### src/rtl/b2aik.sv
// Registered BCD-to-Aiken (2421) converter with per-digit invalid flags and a
// saturating count of words that carried at least one non-BCD nibble.
module b2aik #(
  parameter int DIGITS = 1,
  parameter int CNT_W  = 8
) (
  input  logic                  clk,
  input  logic                  rst_n,
  input  logic                  in_valid,
  input  logic [4*DIGITS-1:0]   bin,
  output logic                  out_valid,
  output logic [4*DIGITS-1:0]   aiken,
  output logic                  invalid,
  output logic [DIGITS-1:0]     invalid_digits,
  output logic [CNT_W-1:0]      err_cnt
);

  localparam logic [CNT_W-1:0] CNT_MAX = '1;
  localparam logic [CNT_W-1:0] CNT_ONE = CNT_W'(1);

  // Digits 5..9 are the bitwise complement of 4..0, giving the self-complementing code.
  function automatic logic [3:0] to_aiken(input logic [3:0] d);
    case (d)
      4'd0:    to_aiken = 4'b0000;
      4'd1:    to_aiken = 4'b0001;
      4'd2:    to_aiken = 4'b0010;
      4'd3:    to_aiken = 4'b0011;
      4'd4:    to_aiken = 4'b0100;
      4'd5:    to_aiken = 4'b1011;
      4'd6:    to_aiken = 4'b1100;
      4'd7:    to_aiken = 4'b1101;
      4'd8:    to_aiken = 4'b1110;
      4'd9:    to_aiken = 4'b1111;
      default: to_aiken = 4'b0000;
    endcase
  endfunction

  logic [4*DIGITS-1:0] aiken_d;
  logic [DIGITS-1:0]   inv_d;

  always_comb begin
    // NOTE: defaults assigned first so no path leaves a variable unassigned (no latch).
    aiken_d = '0;
    inv_d   = '0;
    for (int k = 0; k < DIGITS; k++) begin
      aiken_d[4*k +: 4] = to_aiken(bin[4*k +: 4]);
      inv_d[k]          = (bin[4*k +: 4] > 4'd9);
    end
  end

  // NOTE: state updates use non-blocking assignments so all registers sample together.
  always_ff @(posedge clk or negedge rst_n) begin
    if (!rst_n) begin
      out_valid      <= 1'b0;
      aiken          <= '0;
      invalid        <= 1'b0;
      invalid_digits <= '0;
      err_cnt        <= '0;
    end else begin
      out_valid <= in_valid;
      if (in_valid) begin
        aiken          <= aiken_d;
        invalid_digits <= inv_d;
        invalid        <= |inv_d;
        if (|inv_d && err_cnt != CNT_MAX)
          err_cnt <= err_cnt + CNT_ONE;
      end
    end
  end

endmodule

### config.mk
export PLATFORM = sky130hd
export DESIGN_NAME = b2aik
export DESIGN_NICKNAME = d
export VERILOG_FILES = /design/src/rtl/b2aik.sv
export SDC_FILE = /design/constraint.sdc
export NUM_CORES = 1
export LEC_CHECK = 0
export BUFFER_PORTS_ARGS = -buffer_cell sky130_fd_sc_hd__buf_2
export CAP_MARGIN = 40
export CORE_MARGIN = 10
export CORE_UTILIZATION = 52
export CTS_CLUSTER_SIZE = 28
export DETAILED_ROUTE_END_ITERATION = 10
export PLACE_DENSITY_LB_ADDON = 0.2
export SYNTH_ARGS = -nofsm -noshare
export SYNTH_HDL_FRONTEND = slang
export SYNTH_SLANG_ARGS = --single-unit
### constraint.sdc
create_clock -name clk -period 3.57 [get_ports clk]
set_input_delay 0.714 -clock clk [delete_from_list [all_inputs] [get_ports clk]]
set_output_delay 0.714 -clock clk [all_outputs]
set_load 0.02 [all_outputs]
=== After elaboration in Yosys (flattened, before gate mapping) ===
Memory sizes are Yosys's and may differ from the RTL's. A register that Yosys moved wholly into a read port is not among the register bits.
Cells that the tools add are included.

* Add/subtract/negate cells: 1
* Magnitude comparators: 1
* Eq/ne operators: 1
* Reductions and logical operators: 3

{| class="wikitable"
|+ Operators by type and width
! operator !! number
|-
| adder 8 x 1 -> 8 bit, second input constant || 1
|-
| != test 8 bit, second input constant || 1
|-
| > comparator 4 bit, second input constant || 1
|-
| AND reduction 2 bit || 1
|-
| logical AND 1 bit || 1
|-
| logical NOT 1 bit || 1
|}

* Bits in registers: 10
* Bits in read-only memories: 64
* Input port bits: 7
* Output and inout bits: 15
* Memories kept: 1

{| class="wikitable"
|+ Memories
! memory !! depth !! width !! read ports !! clocked after memory_dff !! write ports !! RTL line !! text
|-
| (name not given) || 16 || 4 || 1 || 1 || 0 || 23 || <nowiki>case (d)</nowiki>
|}

=== Logic depth before layout (Yosys ltp) ===
Gate-level depths: netlist of the first run.

* Word-level depth: 3
* Depth in mapped cells: 4
* Depth with buffers taken out: 4

=== Worst setup path after synthesis of the first run ===
OpenSTA, ideal clock, no wires.

* Path kind: input port to flip-flop
* Start point: in bin[2]
* End point: reg err_cnt[7]
* Arrival: 1562 ps
* Data required time: 3442 ps
* Slack: 1880 ps
* Cell stages on the path: 4
* Buffers on the path: 1
* Path through: buf_2 > o211ai_2 > nor4_4 > mux2_1

* Longest elaborated chain between the ends: 3

{| class="wikitable"
|+ RTL lines
! what !! RTL line !! text
|-
| from (decl) || 10 || <nowiki>input logic [4*DIGITS-1:0] bin,</nowiki>
|-
| > comparator 4 bit || 47 || <nowiki>inv_d[k] = (bin[4*k +: 4] > 4'd9);</nowiki>
|-
| logical AND 1 bit || 65 || <nowiki>if (|inv_d && err_cnt != CNT_MAX)</nowiki>
|-
| AND reduction 2 bit (no line) || n/a ||
|-
| to (signal assigned) || 66 || <nowiki>err_cnt <= err_cnt + CNT_ONE;</nowiki>
|-
| to (decl) || 15 || <nowiki>output logic [CNT_W-1:0] err_cnt</nowiki>
|}

Every way passes these cells.
A chain may end at the register's enable or synchronous reset.

=== Worst setup path after layout of the first run ===
* Start point: reg err_cnt[2]
* End point: out err_cnt[2]

No word-level cell between the ends.

==> summary.md, run 1 <==
| Metric | Value |
|---|---|
| Post-synth EDFFs | `0` |
| Critical-path cell list | `buf_2` |
| Most used DFF post-synth | `dfrtp_1` |
| CTS Buf Count | `3` |
| First-pass GRT wire length | `2460 microns` |
| Fin nets | `99` |
| CP Max Fanout | `6` |
| Multi-input gate area | `343 sq um` |
| Number of I/O pins | `22` |
| Yosys cell types | `30` |
| Required time worst endpoint | `roughly 2.9 ns` |
| Via Count | `~560` |
| CTS tree | `done` |
| Root Buffer | `clkbuf_4` |
| Pleak | `0.414 nW` |
| Final instance area | `876 sq um` |
| Hold buffers post-CTS | `0` |
| Mapped Area | `between 700 and 800 sq um` |
| Count of clock tree sinks | `14` |
| Slew HR | `0.795` |
| Commonest non-fill, non-tap cell in the layout | `buf_2` |
| Critical Path AT | `0.97 ns` |
| Core footprint | `0.00133 sq mm` |
| Die extent in y | `57.9 microns` |
| Yosys warning total | `0` |
| Wire per inst | `between 10 and 15 microns` |
| WL final | `1460 microns` |
| Fraction of registers with async set/reset | `1.00` |
| Worst Path Buf+Inv | `1` |
| Clock Path Buffers | `2` |
| Worst Clk Skew | `between 0.01 and 0.015 ns` |
| Post-CTS resize count | `0` |
| Antenna viol nets, final | `0` |
| CP startpoint kind | `flip-flop` |
| Syn Nets | `78` |
| DIE WIDTH | `57.9 microns` |
| Period utilization | `0.473` |
| Hold Crit Class | `input port to asynchronous set/reset pin` |
| FMAX | `0.593 GHz` |
| CP Capture Point | `err_cnt[2]` |
| Vias in the first global route | `547` |
| Fin crit period | `around 1.7 ns` |
| # port buffers | `21` |
| Clock Latency Late Sink | `0.28 ns` |
| Crit path from | `err_cnt[2]` |
| Clock slew at reported path FFs | `0.10 ns` |
| Ratio of total power to cell area | `590 mW/mm^2` |
| Syn_area_per_cell | `10.7 sq um` |
| Depth of the most critical reg-to-reg path | `4` |
| WS Path Type | `flip-flop to output pin` |
| Drt first-iter violations | `9` |
| Stages on worst setup path | `1` |
| Total global-route track usage | `0.0882` |
| Gr ovfl total | `0` |
| CP top delay family | `flip-flops` |
| Row cnt | `13` |
| Fin Setup TNS | `0 ns` |
| Fin. max-slew vios | `0` |
| Total iterations of the first detailed-routing run | `4` |
| Post-CTS repair timing setup buffer count | `0` |
| Worst VDD drop | `about 0.00038 V` |
| Commonest non-fill, non-tap cells in the layout | `buf_2, dfrtp_1, o21ai_0` |
| Layout cells sized above 1 | `0.322` |
| Via density | `5.29` |
| Endpoint class of the critical path | `output pin` |
| P&R area growth vs syn | `17.1%` |
| Residual DRC count | `0` |
| Max-cap violations | `0` |
| H-tree depth | `1` |
| Initial Utilization | `0.561` |
| Worst slew pin tran | `0.308 ns` |
| Min Hold Slack | `0.307 ns` |
| HPWL after detailed placement | `around 1100 microns` |
| Reg-to-Reg End | `err_cnt[1]` |
| Die area | `0.00336 sq mm` |
| Slowest stage delay, CP | `0.48 ns` |
| RSZ-0062 raised after global routing | `no` |
| Final setup violation count | `0` |
| Synth Register Bits | `14` |
| Final antenna diode count | `0` |
| Dpl cell area | `840 sq um` |
| Fillcell total | `121` |
| Reg2reg setup slack | `2.03 ns` |
| CP max-delay cell | `dfrtp_1` |
| Initial antenna violation count | `0` |
| Routability cong. | `0.762` |
| Fin. Hold Viols | `0` |
| RR Startpoint | `err_cnt[0]` |
| Post-synthesis sequential area ratio | `0.468` |
| Syn Inst Count | `70` |
| Status | `completed` |
| Largest net degree at the start of global routing | `15` |
| Register area | `350 sq um` |
metal layers:
layer | vias to the layer above | global-route usage | routed length [microns]
met1 | 250 | 0.109 | 715
met3 | 2 | 0.0392 | 125
met4 | 0 | 0.0302 | 7
met5 | - | 0 | 0
li1 | 290 | - | -
met2 | 13 | 0.132 | 614
cell type report:
| cell class | instances | share of cell area |
|---|---|---|
| clock buffers | 4 | 0.0414 |
| inverters | 6 | 0.0257 |
| multi-input cells | 45 | 0.391 |
| flip-flops and latches | 14 | 0.400 |
| well taps | 15 | 0.0214 |
| repair buffers | 21 | 0.120 |
flip-flops by register name (all words and copies together) (netlist names):
| signal | count |
|---|---|
| out_valid | 1 |
| err_cnt | 8 |
| aiken | 4 |
| invalid | 1 |
cell usage after synthesis, types with 2 or more instances:
| cell type | n | share of area |
|---|---|---|
| xnor2_1 | 3 | 0.035 |
| buf_4 | 3 | 0.030 |
| nor2_1 | 3 | 0.015 |
| mux2_1 | 4 | 0.060 |
| dfrtp_1 | 14 | 0.47 |
| a31oi_1 | 2 | 0.017 |
| nand3_1 | 3 | 0.020 |
| o21ai_0 | 7 | 0.047 |
| buf_2 | 2 | 0.013 |
| nand2b_1 | 2 | 0.017 |
| nand2_1 | 3 | 0.015 |
| inv_1 | 6 | 0.030 |
cells by family after synthesis:
| logic type | Yosys count | synth area share |
|---|---|---|
| XOR/XNOR | 3 | 0.0351 |
| buffers and inverters | 11 | 0.0736 |
| AO/OA/AOI/OAI | 19 | 0.181 |
| flip-flops | 14 | 0.468 |
| multiplexers | 4 | 0.0602 |
| adder cells (fa/ha/maj) | 1 | 0.0167 |
| AND/OR/NAND/NOR | 18 | 0.166 |
how the worst min path moves through the flow:
stage             start    endpoint  slack, ns  cells after the start
2_1_floorplan     rst_n    aiken[0]       0.42                      0
3_3_place_gp   aiken[1]    aiken[1]       0.49                      1
3_5_place_dp   aiken[1]    aiken[1]       0.49                      1
4_1_cts           rst_n     invalid       0.31                      1
5_1_grt           rst_n     invalid       0.32                      1
6_report          rst_n  err_cnt[4]       0.31                      1
power breakdown:
part / switching (W) / internal, W / leakage, nW
registers: 0.0000475 / 0.000192 / 0.170
logic: 0.0000988 / 0.0000637 / 0.222
clock network: 0.0000520 / 0.0000619 / 0.0210
per-stage QoR:
stage	total power (W)	utilization	std cells	setup slack, ns
final	0.000516	0.657	105	1.88
after global routing	0.000553	0.657	105	1.84
after CTS	0.000524	0.657	105	1.87
after detailed placement	0.000409	0.629	101	1.75
after global placement	0.000405	0.629	101	1.77
after floorplan	0.000351	-	70	1.88
No activity file was read; power rests on OpenSTA's default activity.
==> inputs of run 2 (changes only) <==
Settings changed: CORE_UTILIZATION 52 to 49.
Clock period 3.57 ns to 1.6 ns, I/O delays scaled along.
==> summary.md, run 2 (synthesis results as in run 1) <==
| Metric | Value |
|---|---|
| Via density | `5.37 (+1.6%)` |
| Depth of the most critical reg-to-reg path | `4 (unchanged)` |
| Clock slew at reported path FFs | `0.09 ns (about the same)` |
| Biggest regs | `err_cnt: 8 flops, aiken: 4 flops` |
| Design Power | `0.00116 W (+130%)` |
| Critical Path AT | `1.65 ns (+0.68 ns)` |
| Post-CTS resize count | `0 (unchanged)` |
| CTS Buf Count | `3 (unchanged)` |
| Commonest non-fill, non-tap cell in the layout | `buf_2` |
| Core footprint | `0.00147 sq mm (+10%)` |
| Fin worst setup slack | `0.114 ns (-1.77 ns)` |
| Hold Crit Class | `input port to flip-flop` |
| H-tree depth | `1 (unchanged)` |
| Die extent in y | `59.1 microns (+2.0%)` |
| FMAX | `slightly below 0.7 GHz` |
| Fin nets | `101 (+2.0%)` |
| Worst Clk Skew | `0.00290 ns (-0.00994 ns)` |
| HPWL after detailed placement | `1200 microns (+5.6%)` |
| Layout cells sized above 1 | `0.326 (+0.00386)` |
| P&R area growth vs syn | `19.6%` |
| Commonest non-fill, non-tap cells in the layout | `buf_2, dfrtp_1, o21ai_0` |
| Number of I/O pins | `22 (unchanged)` |
| Row cnt | `14 (+1)` |
| Fin Setup TNS | `0 ns (unchanged)` |
| CP Capture Point | `err_cnt[1]` |
| WL final | `1510 microns (+2.9%)` |
| Required time worst endpoint | `1.77 ns (-1.09 ns)` |
| Clock Latency Late Sink | `0.27 ns (about the same)` |
| Status | `completed` |
| Max-cap violations | `0 (unchanged)` |
| Fin. Hold Viols | `0 (unchanged)` |
| CP startpoint kind | `flip-flop` |
| Reg with most FFs | `err_cnt` |
| Root Buffer | `clkbuf_4` |
| Worst slew pin tran | `0.307 ns (-0.00111 ns)` |
| Gr ovfl total | `0 (unchanged)` |
| DIE WIDTH | `59.1 microns (+2.0%)` |
| # port buffers | `21 (unchanged)` |
| Slew HR | `0.796 (about the same)` |
| Total global-route track usage | `0.0886 (+0.000435)` |
| Fin cells | `108 (+2.9%)` |
| Initial antenna violation count | `0 (unchanged)` |
| Reg2reg setup slack | `0.11 ns (-1.92 ns)` |
| Vias in the first global route | `563 (+2.9%)` |
| Die area | `0.00349 sq mm (+4.0%)` |
| Ratio of total power to cell area | `1300 mW/mm^2 (+120%)` |
| CTS tree | `done` |
| RSZ-0062 raised after global routing | `no` |
| Final antenna diode count | `0 (unchanged)` |
| Count of clock tree sinks | `14 (unchanged)` |
| Hold buffers post-CTS | `1 (+1)` |
| Antenna viol nets, final | `0 (unchanged)` |
| Fin crit period | `1.49 ns` |
| Placed cells | `103 (+2.0%)` |
| RR Startpoint | `err_cnt[0]` |
| Fin. max-slew vios | `0 (unchanged)` |
| Total iterations of the first detailed-routing run | `4 (unchanged)` |
| Pleak | `0.423 nW (+2.2%)` |
| Via Count | `580 (+4.5%)` |
| Clock Path Buffers | `2 (unchanged)` |
| Largest net degree at the start of global routing | `15 (unchanged)` |
| Routability cong. | `0.796 (+4.5%)` |
| Drt first-iter violations | `8 (-1)` |
| Final setup violation count | `0 (unchanged)` |
| Post-CTS repair timing setup buffer count | `0 (unchanged)` |
| Crit path from | `err_cnt[0]` |
| Largest register FFs | `8 (unchanged)` |
| Worst VDD drop | `0.000694 V (+84%)` |
| Reg-to-Reg End | `err_cnt[1]` |
| Pre-CTS setup slack | `0.127 ns (-1.62 ns)` |
| First-pass GRT wire length | `2480 microns (+0.57%)` |
| WS Path Type | `flip-flop to flip-flop` |
| Endpoint class of the critical path | `flip-flop` |
| Residual DRC count | `0 (unchanged)` |
| CP Max Fanout | `5 (-1)` |
| Period utilization | `0.929` |
| Wire per inst | `13.9 microns (about the same)` |
| Initial Utilization | `0.509 (-0.0525)` |
[run 2: area by class of cell]
cell class	instances	area, sq um
fill	138	577
sequential	14	350
multi-input combinational	45	343
timing repair buffer	23	123
clock buffer	4	36.3
inverter	6	22.5
tap	16	20.0
[run 2: worst max-delay path, stage by stage (launching register included)]
cell	delay (ns)
dfrtp_1	0.43
ha_1	0.23
nand3_1	0.19
o21ai_2	0.21
mux2_1	0.33
[run 2: metal layers]
layer / global-route usage / vias to the layer above / part of all wire
met5: 0 / - / 0
met4: 0.0295 / 0 / 0.0080
met3: 0.0408 / 2 / 0.077
met2: 0.135 / 15 / 0.45
met1: 0.107 / 269 / 0.47
li1: - / 294 / -
[run 2: worst min path at each step]
stage	cells after the start	slack (ns)	to	from
after floorplan	0	0.02	aiken[0]	rst_n
after global placement	1	0.23	aiken[3]	rst_n
after detailed placement	1	0.23	out_valid	rst_n
after CTS	3	0.31	aiken[0]	bin[0]
after global routing	3	0.34	aiken[0]	bin[0]
final	3	0.31	aiken[0]	bin[0]
[run 2: stage by stage]
step	instance area [sq um]	util	hold slack (ns)
floorplan	748	-	0.0244
global placement	848	0.577	0.227
detailed placement	848	0.577	0.233
CTS	895	0.608	0.310
global route	895	0.608	0.344
finish	895	0.608	0.313
[run 2: power breakdown]
part	switching (W)	internal (W)	total (W)
clock network	0.000113	0.000138	0.000251
registers	0.000111	0.000429	0.000541
logic	0.000223	0.000147	0.000370
==> inputs of run 3 (changes only) <==
Settings changed: ABC_AREA from default to 1.
==> summary.md, run 3 <==
| Metric | Value |
|---|---|
| Status | `completed` |
| Comb power frac | `0.295 (-0.024)` |
| Worst VDD drop | `0.000790 V (+14%)` |
| Final setup violation count | `0 (unchanged)` |
| Post-synth EDFFs | `0 (unchanged)` |
| Fraction of registers with async set/reset | `1.00 (unchanged)` |
| Largest cells by area after synthesis | `dfrtp_1, nand2_1, nor2_4` |
| Clock slew at reported path FFs | `0.10 ns (about the same)` |
| Largest net degree at the start of global routing | `15 (unchanged)` |
| Antenna viol nets, final | `0 (unchanged)` |
| Gr ovfl total | `0 (unchanged)` |
| Worst slew pin tran | `0.313 ns (+0.00583 ns)` |
| Simple-gate share of the synthesized area | `0.408 (+0.243)` |
| Final antenna diode count | `0 (unchanged)` |
| P&R area growth vs syn | `20.9%` |
| Die extent in y | `60.0 microns (+1.6%)` |
| P_int | `0.000668 W (-6.5%)` |
| Layout cells sized above 1 | `0.289 (-0.0370)` |
| Wire per inst | `11.7 microns (-16%)` |
| Biggest regs | `err_cnt: 8 flops, aiken: 4 flops` |
| CP Max Fanout | `7 (+2)` |
| Syn_area_per_cell | `7.62 sq um (-29%)` |
| HPWL after detailed placement | `1310 microns (+9.3%)` |
| Post-synthesis sequential area ratio | `0.447 (-0.0217)` |
| RSZ-0062 raised after global routing | `no` |
| Die area | `0.00360 sq mm (+3.2%)` |
| Worst Clk Skew | `0.00969 ns (+0.00679 ns)` |
| Mapped Area | `785 sq um (+4.8%)` |
| Residual DRC count | `0 (unchanged)` |
| Slowest stage delay, CP | `0.48 ns (+0.05 ns)` |
| Via density | `4.86 (-9.5%)` |
| Synth Area in Adders | `0.0159 (-0.000773)` |
| Total iterations of the first detailed-routing run | `4 (unchanged)` |
| Hold Crit Class | `input port to flip-flop` |
| Commonest non-fill, non-tap cell in the layout | `nand2_1` |
| Clock Path Buffers | `2 (unchanged)` |
| Clock network fraction of total power | `0.249 (+0.033)` |
| Post-Synth XOR/XNOR Area | `0.0335 (-0.00162)` |
| Largest register FFs | `8 (unchanged)` |
| Crit path from | `err_cnt[2]` |
| Ratio of total power to cell area | `1140 mW/mm^2 (-13%)` |
| Design Power | `0.00108 W (-7.3%)` |
| P_sw | `0.000410 W (-8.4%)` |
| H-tree depth | `1 (unchanged)` |
| CP top delay family | `flip-flops` |
| Critical Path AT | `0.98 ns (-0.67 ns)` |
| Synth top area share | `0.447 (-0.0217)` |
| Initial antenna violation count | `0 (unchanged)` |
| Fin crit period | `1.30 ns (-0.186 ns)` |
| Post-synthesis mux area share | `0 (-0.0602)` |
| Post-CTS repair timing setup buffer count | `0 (unchanged)` |
| Initial Utilization | `0.521 (+0.0123)` |
| Count of clock tree sinks | `14 (unchanged)` |
| Clock Latency Late Sink | `0.29 ns (+0.02 ns)` |
| CP startpoint kind | `flip-flop` |
| # port buffers | `21 (unchanged)` |
| WS Path Type | `flip-flop to output pin` |
| CTS Buf Count | `3 (unchanged)` |
| Pleak | `0.524 nW (+24%)` |
| RR Startpoint | `err_cnt[0]` |
| Period utilization | `0.813 (-0.116)` |
| Reg2reg setup slack | `0.35 ns (+0.24 ns)` |
| Drt first-iter violations | `14 (+6)` |
| First-pass GRT wire length | `2880 microns (+16%)` |
| Core footprint | `0.00151 sq mm (+2.4%)` |
| Fin. Hold Viols | `0 (unchanged)` |
| Via Count | `700 (+21%)` |
| Fin Setup TNS | `0 ns (unchanged)` |
| Endpoint class of the critical path | `output pin` |
| CP max-delay cell | `dfrtp_1` |
| Largest family of logic cells by synthesized area | `simple AND/OR/NAND/NOR gates` |
| Syn Inst Count | `103 (+47%)` |
| DIE WIDTH | `60.0 microns (+1.6%)` |
| Root Buffer | `clkbuf_4` |
| Yosys warning total | `0 (unchanged)` |
| Commonest non-fill, non-tap cells in the layout | `nand2_1, buf_2, dfrtp_1` |
| Syn Nets | `111 (+42%)` |
| CTS tree | `done` |
| Max-cap violations | `0 (unchanged)` |
| Seq pwr share | `0.456 (-0.009)` |
| Slew HR | `0.789 (-0.00609)` |
| Fin. max-slew vios | `0 (unchanged)` |
| Worst Path Buf+Inv | `1 (+1)` |
| Leading area contributor after synthesis | `dfrtp_1` |
| Vias in the first global route | `665 (+18%)` |
| Most used DFF post-synth | `dfrtp_1` |
| Post-CTS resize count | `0 (unchanged)` |
| Reg with most FFs | `err_cnt` |
| Yosys cell types | `20 (-33%)` |
| Compound-Gate Fraction of Synth Area | `0.0383 (-0.142)` |
| Required time worst endpoint | `1.28 ns (-0.49 ns)` |
| Count leader, synth | `nand2_1` |
| Number of I/O pins | `22 (unchanged)` |
| Total global-route track usage | `0.103 (+0.0146)` |
| Switching share of total power | `0.380 (-0.00471)` |
| Routability cong. | `0.779 (-2.1%)` |
| Top cells by count, synth | `nand2_1, dfrtp_1, inv_1` |
| Row cnt | `14 (unchanged)` |
| Synth Register Bits | `14 (unchanged)` |
| FMAX | `0.769 GHz (+14%)` |
| Critical-path cell list | `buf_2` |
| HP Start | `in_valid` |
| Fin nets | `137 (+36%)` |
| WL final | `1680 microns (+12%)` |
==> run 3: cell types whose count changed in the layout (fill, tap and decap cells not counted), sizes merged, moves of 2 or more <==
cell	previous run	this run
nand2	3	50
inv	6	10
o21ai	8	2
o211ai	2	0
nand2b	2	0
nor2	3	11
mux2	4	0
nand3	3	6
==> run 3: cell type report <==
class / instances / area (sq um)
Inverter: 10 / 37.5
Multi-Input combinational cell: 78 / 389
Fill cell: 139 / 558
Tap cell: 16 / 20.0
Clock buffer: 4 / 36.3
Sequential cell: 14 / 350
Timing Repair Buffer: 22 / 115
==> run 3: repair_timing <==
action / CTS / global route
hold buffers: 1 / 0
endpoints found under the hold margin: 14 / 0
setup endpoints to repair: 0 / 0
==> run 3: layer usage <==
metal  global-route usage  part of all wire
met4               0.0673             0.027
met5                    0                 0
met2                0.157              0.45
met1                0.121              0.44
met3               0.0318             0.077
==> run 3: through the flow <==
stage | worst slack [ns] | area, sq um | hold slack (ns) | utilization | std cells
after floorplan | 0.300 | 785 | 0.0244 | - | 103
after detailed placement | 0.365 | 902 | 0.236 | 0.599 | 139
after global routing | 0.228 | 948 | 0.244 | 0.630 | 144
after CTS | 0.297 | 948 | 0.228 | 0.630 | 144
after global placement | 0.392 | 902 | 0.235 | 0.599 | 139
final | 0.300 | 948 | 0.238 | 0.630 | 144
==> run 3: path summary, 6_finish.rpt <==
kind                         endpoint  cells after the start
max                        err_cnt[2]                      1
min                         out_valid                      1
max reg2reg                err_cnt[3]                      6
min reg2reg                  aiken[0]                      2
max in group asynchronous    aiken[3]                      2
min in group asynchronous  err_cnt[6]                      2
==> run 3: power groups by stage <==
stage / logic, W / registers [W] / clock network [W]
finish: 0.000318 / 0.000491 / 0.000268
detailed placement: 0.000321 / 0.000497 / 0
CTS: 0.000325 / 0.000491 / 0.000280
global placement: 0.000321 / 0.000496 / 0
floorplan: 0.000139 / 0.000563 / 0
global route: 0.000356 / 0.000506 / 0.000280
==> run 3: kinds of logic after synthesis <==
| group | count (synthesis) |
|---|---|
| simple gates | 69 |
| xor+xnor | 3 |
| compound gates | 5 |
| fa+ha+maj | 1 |
| flops | 14 |
| buf+inv | 11 |
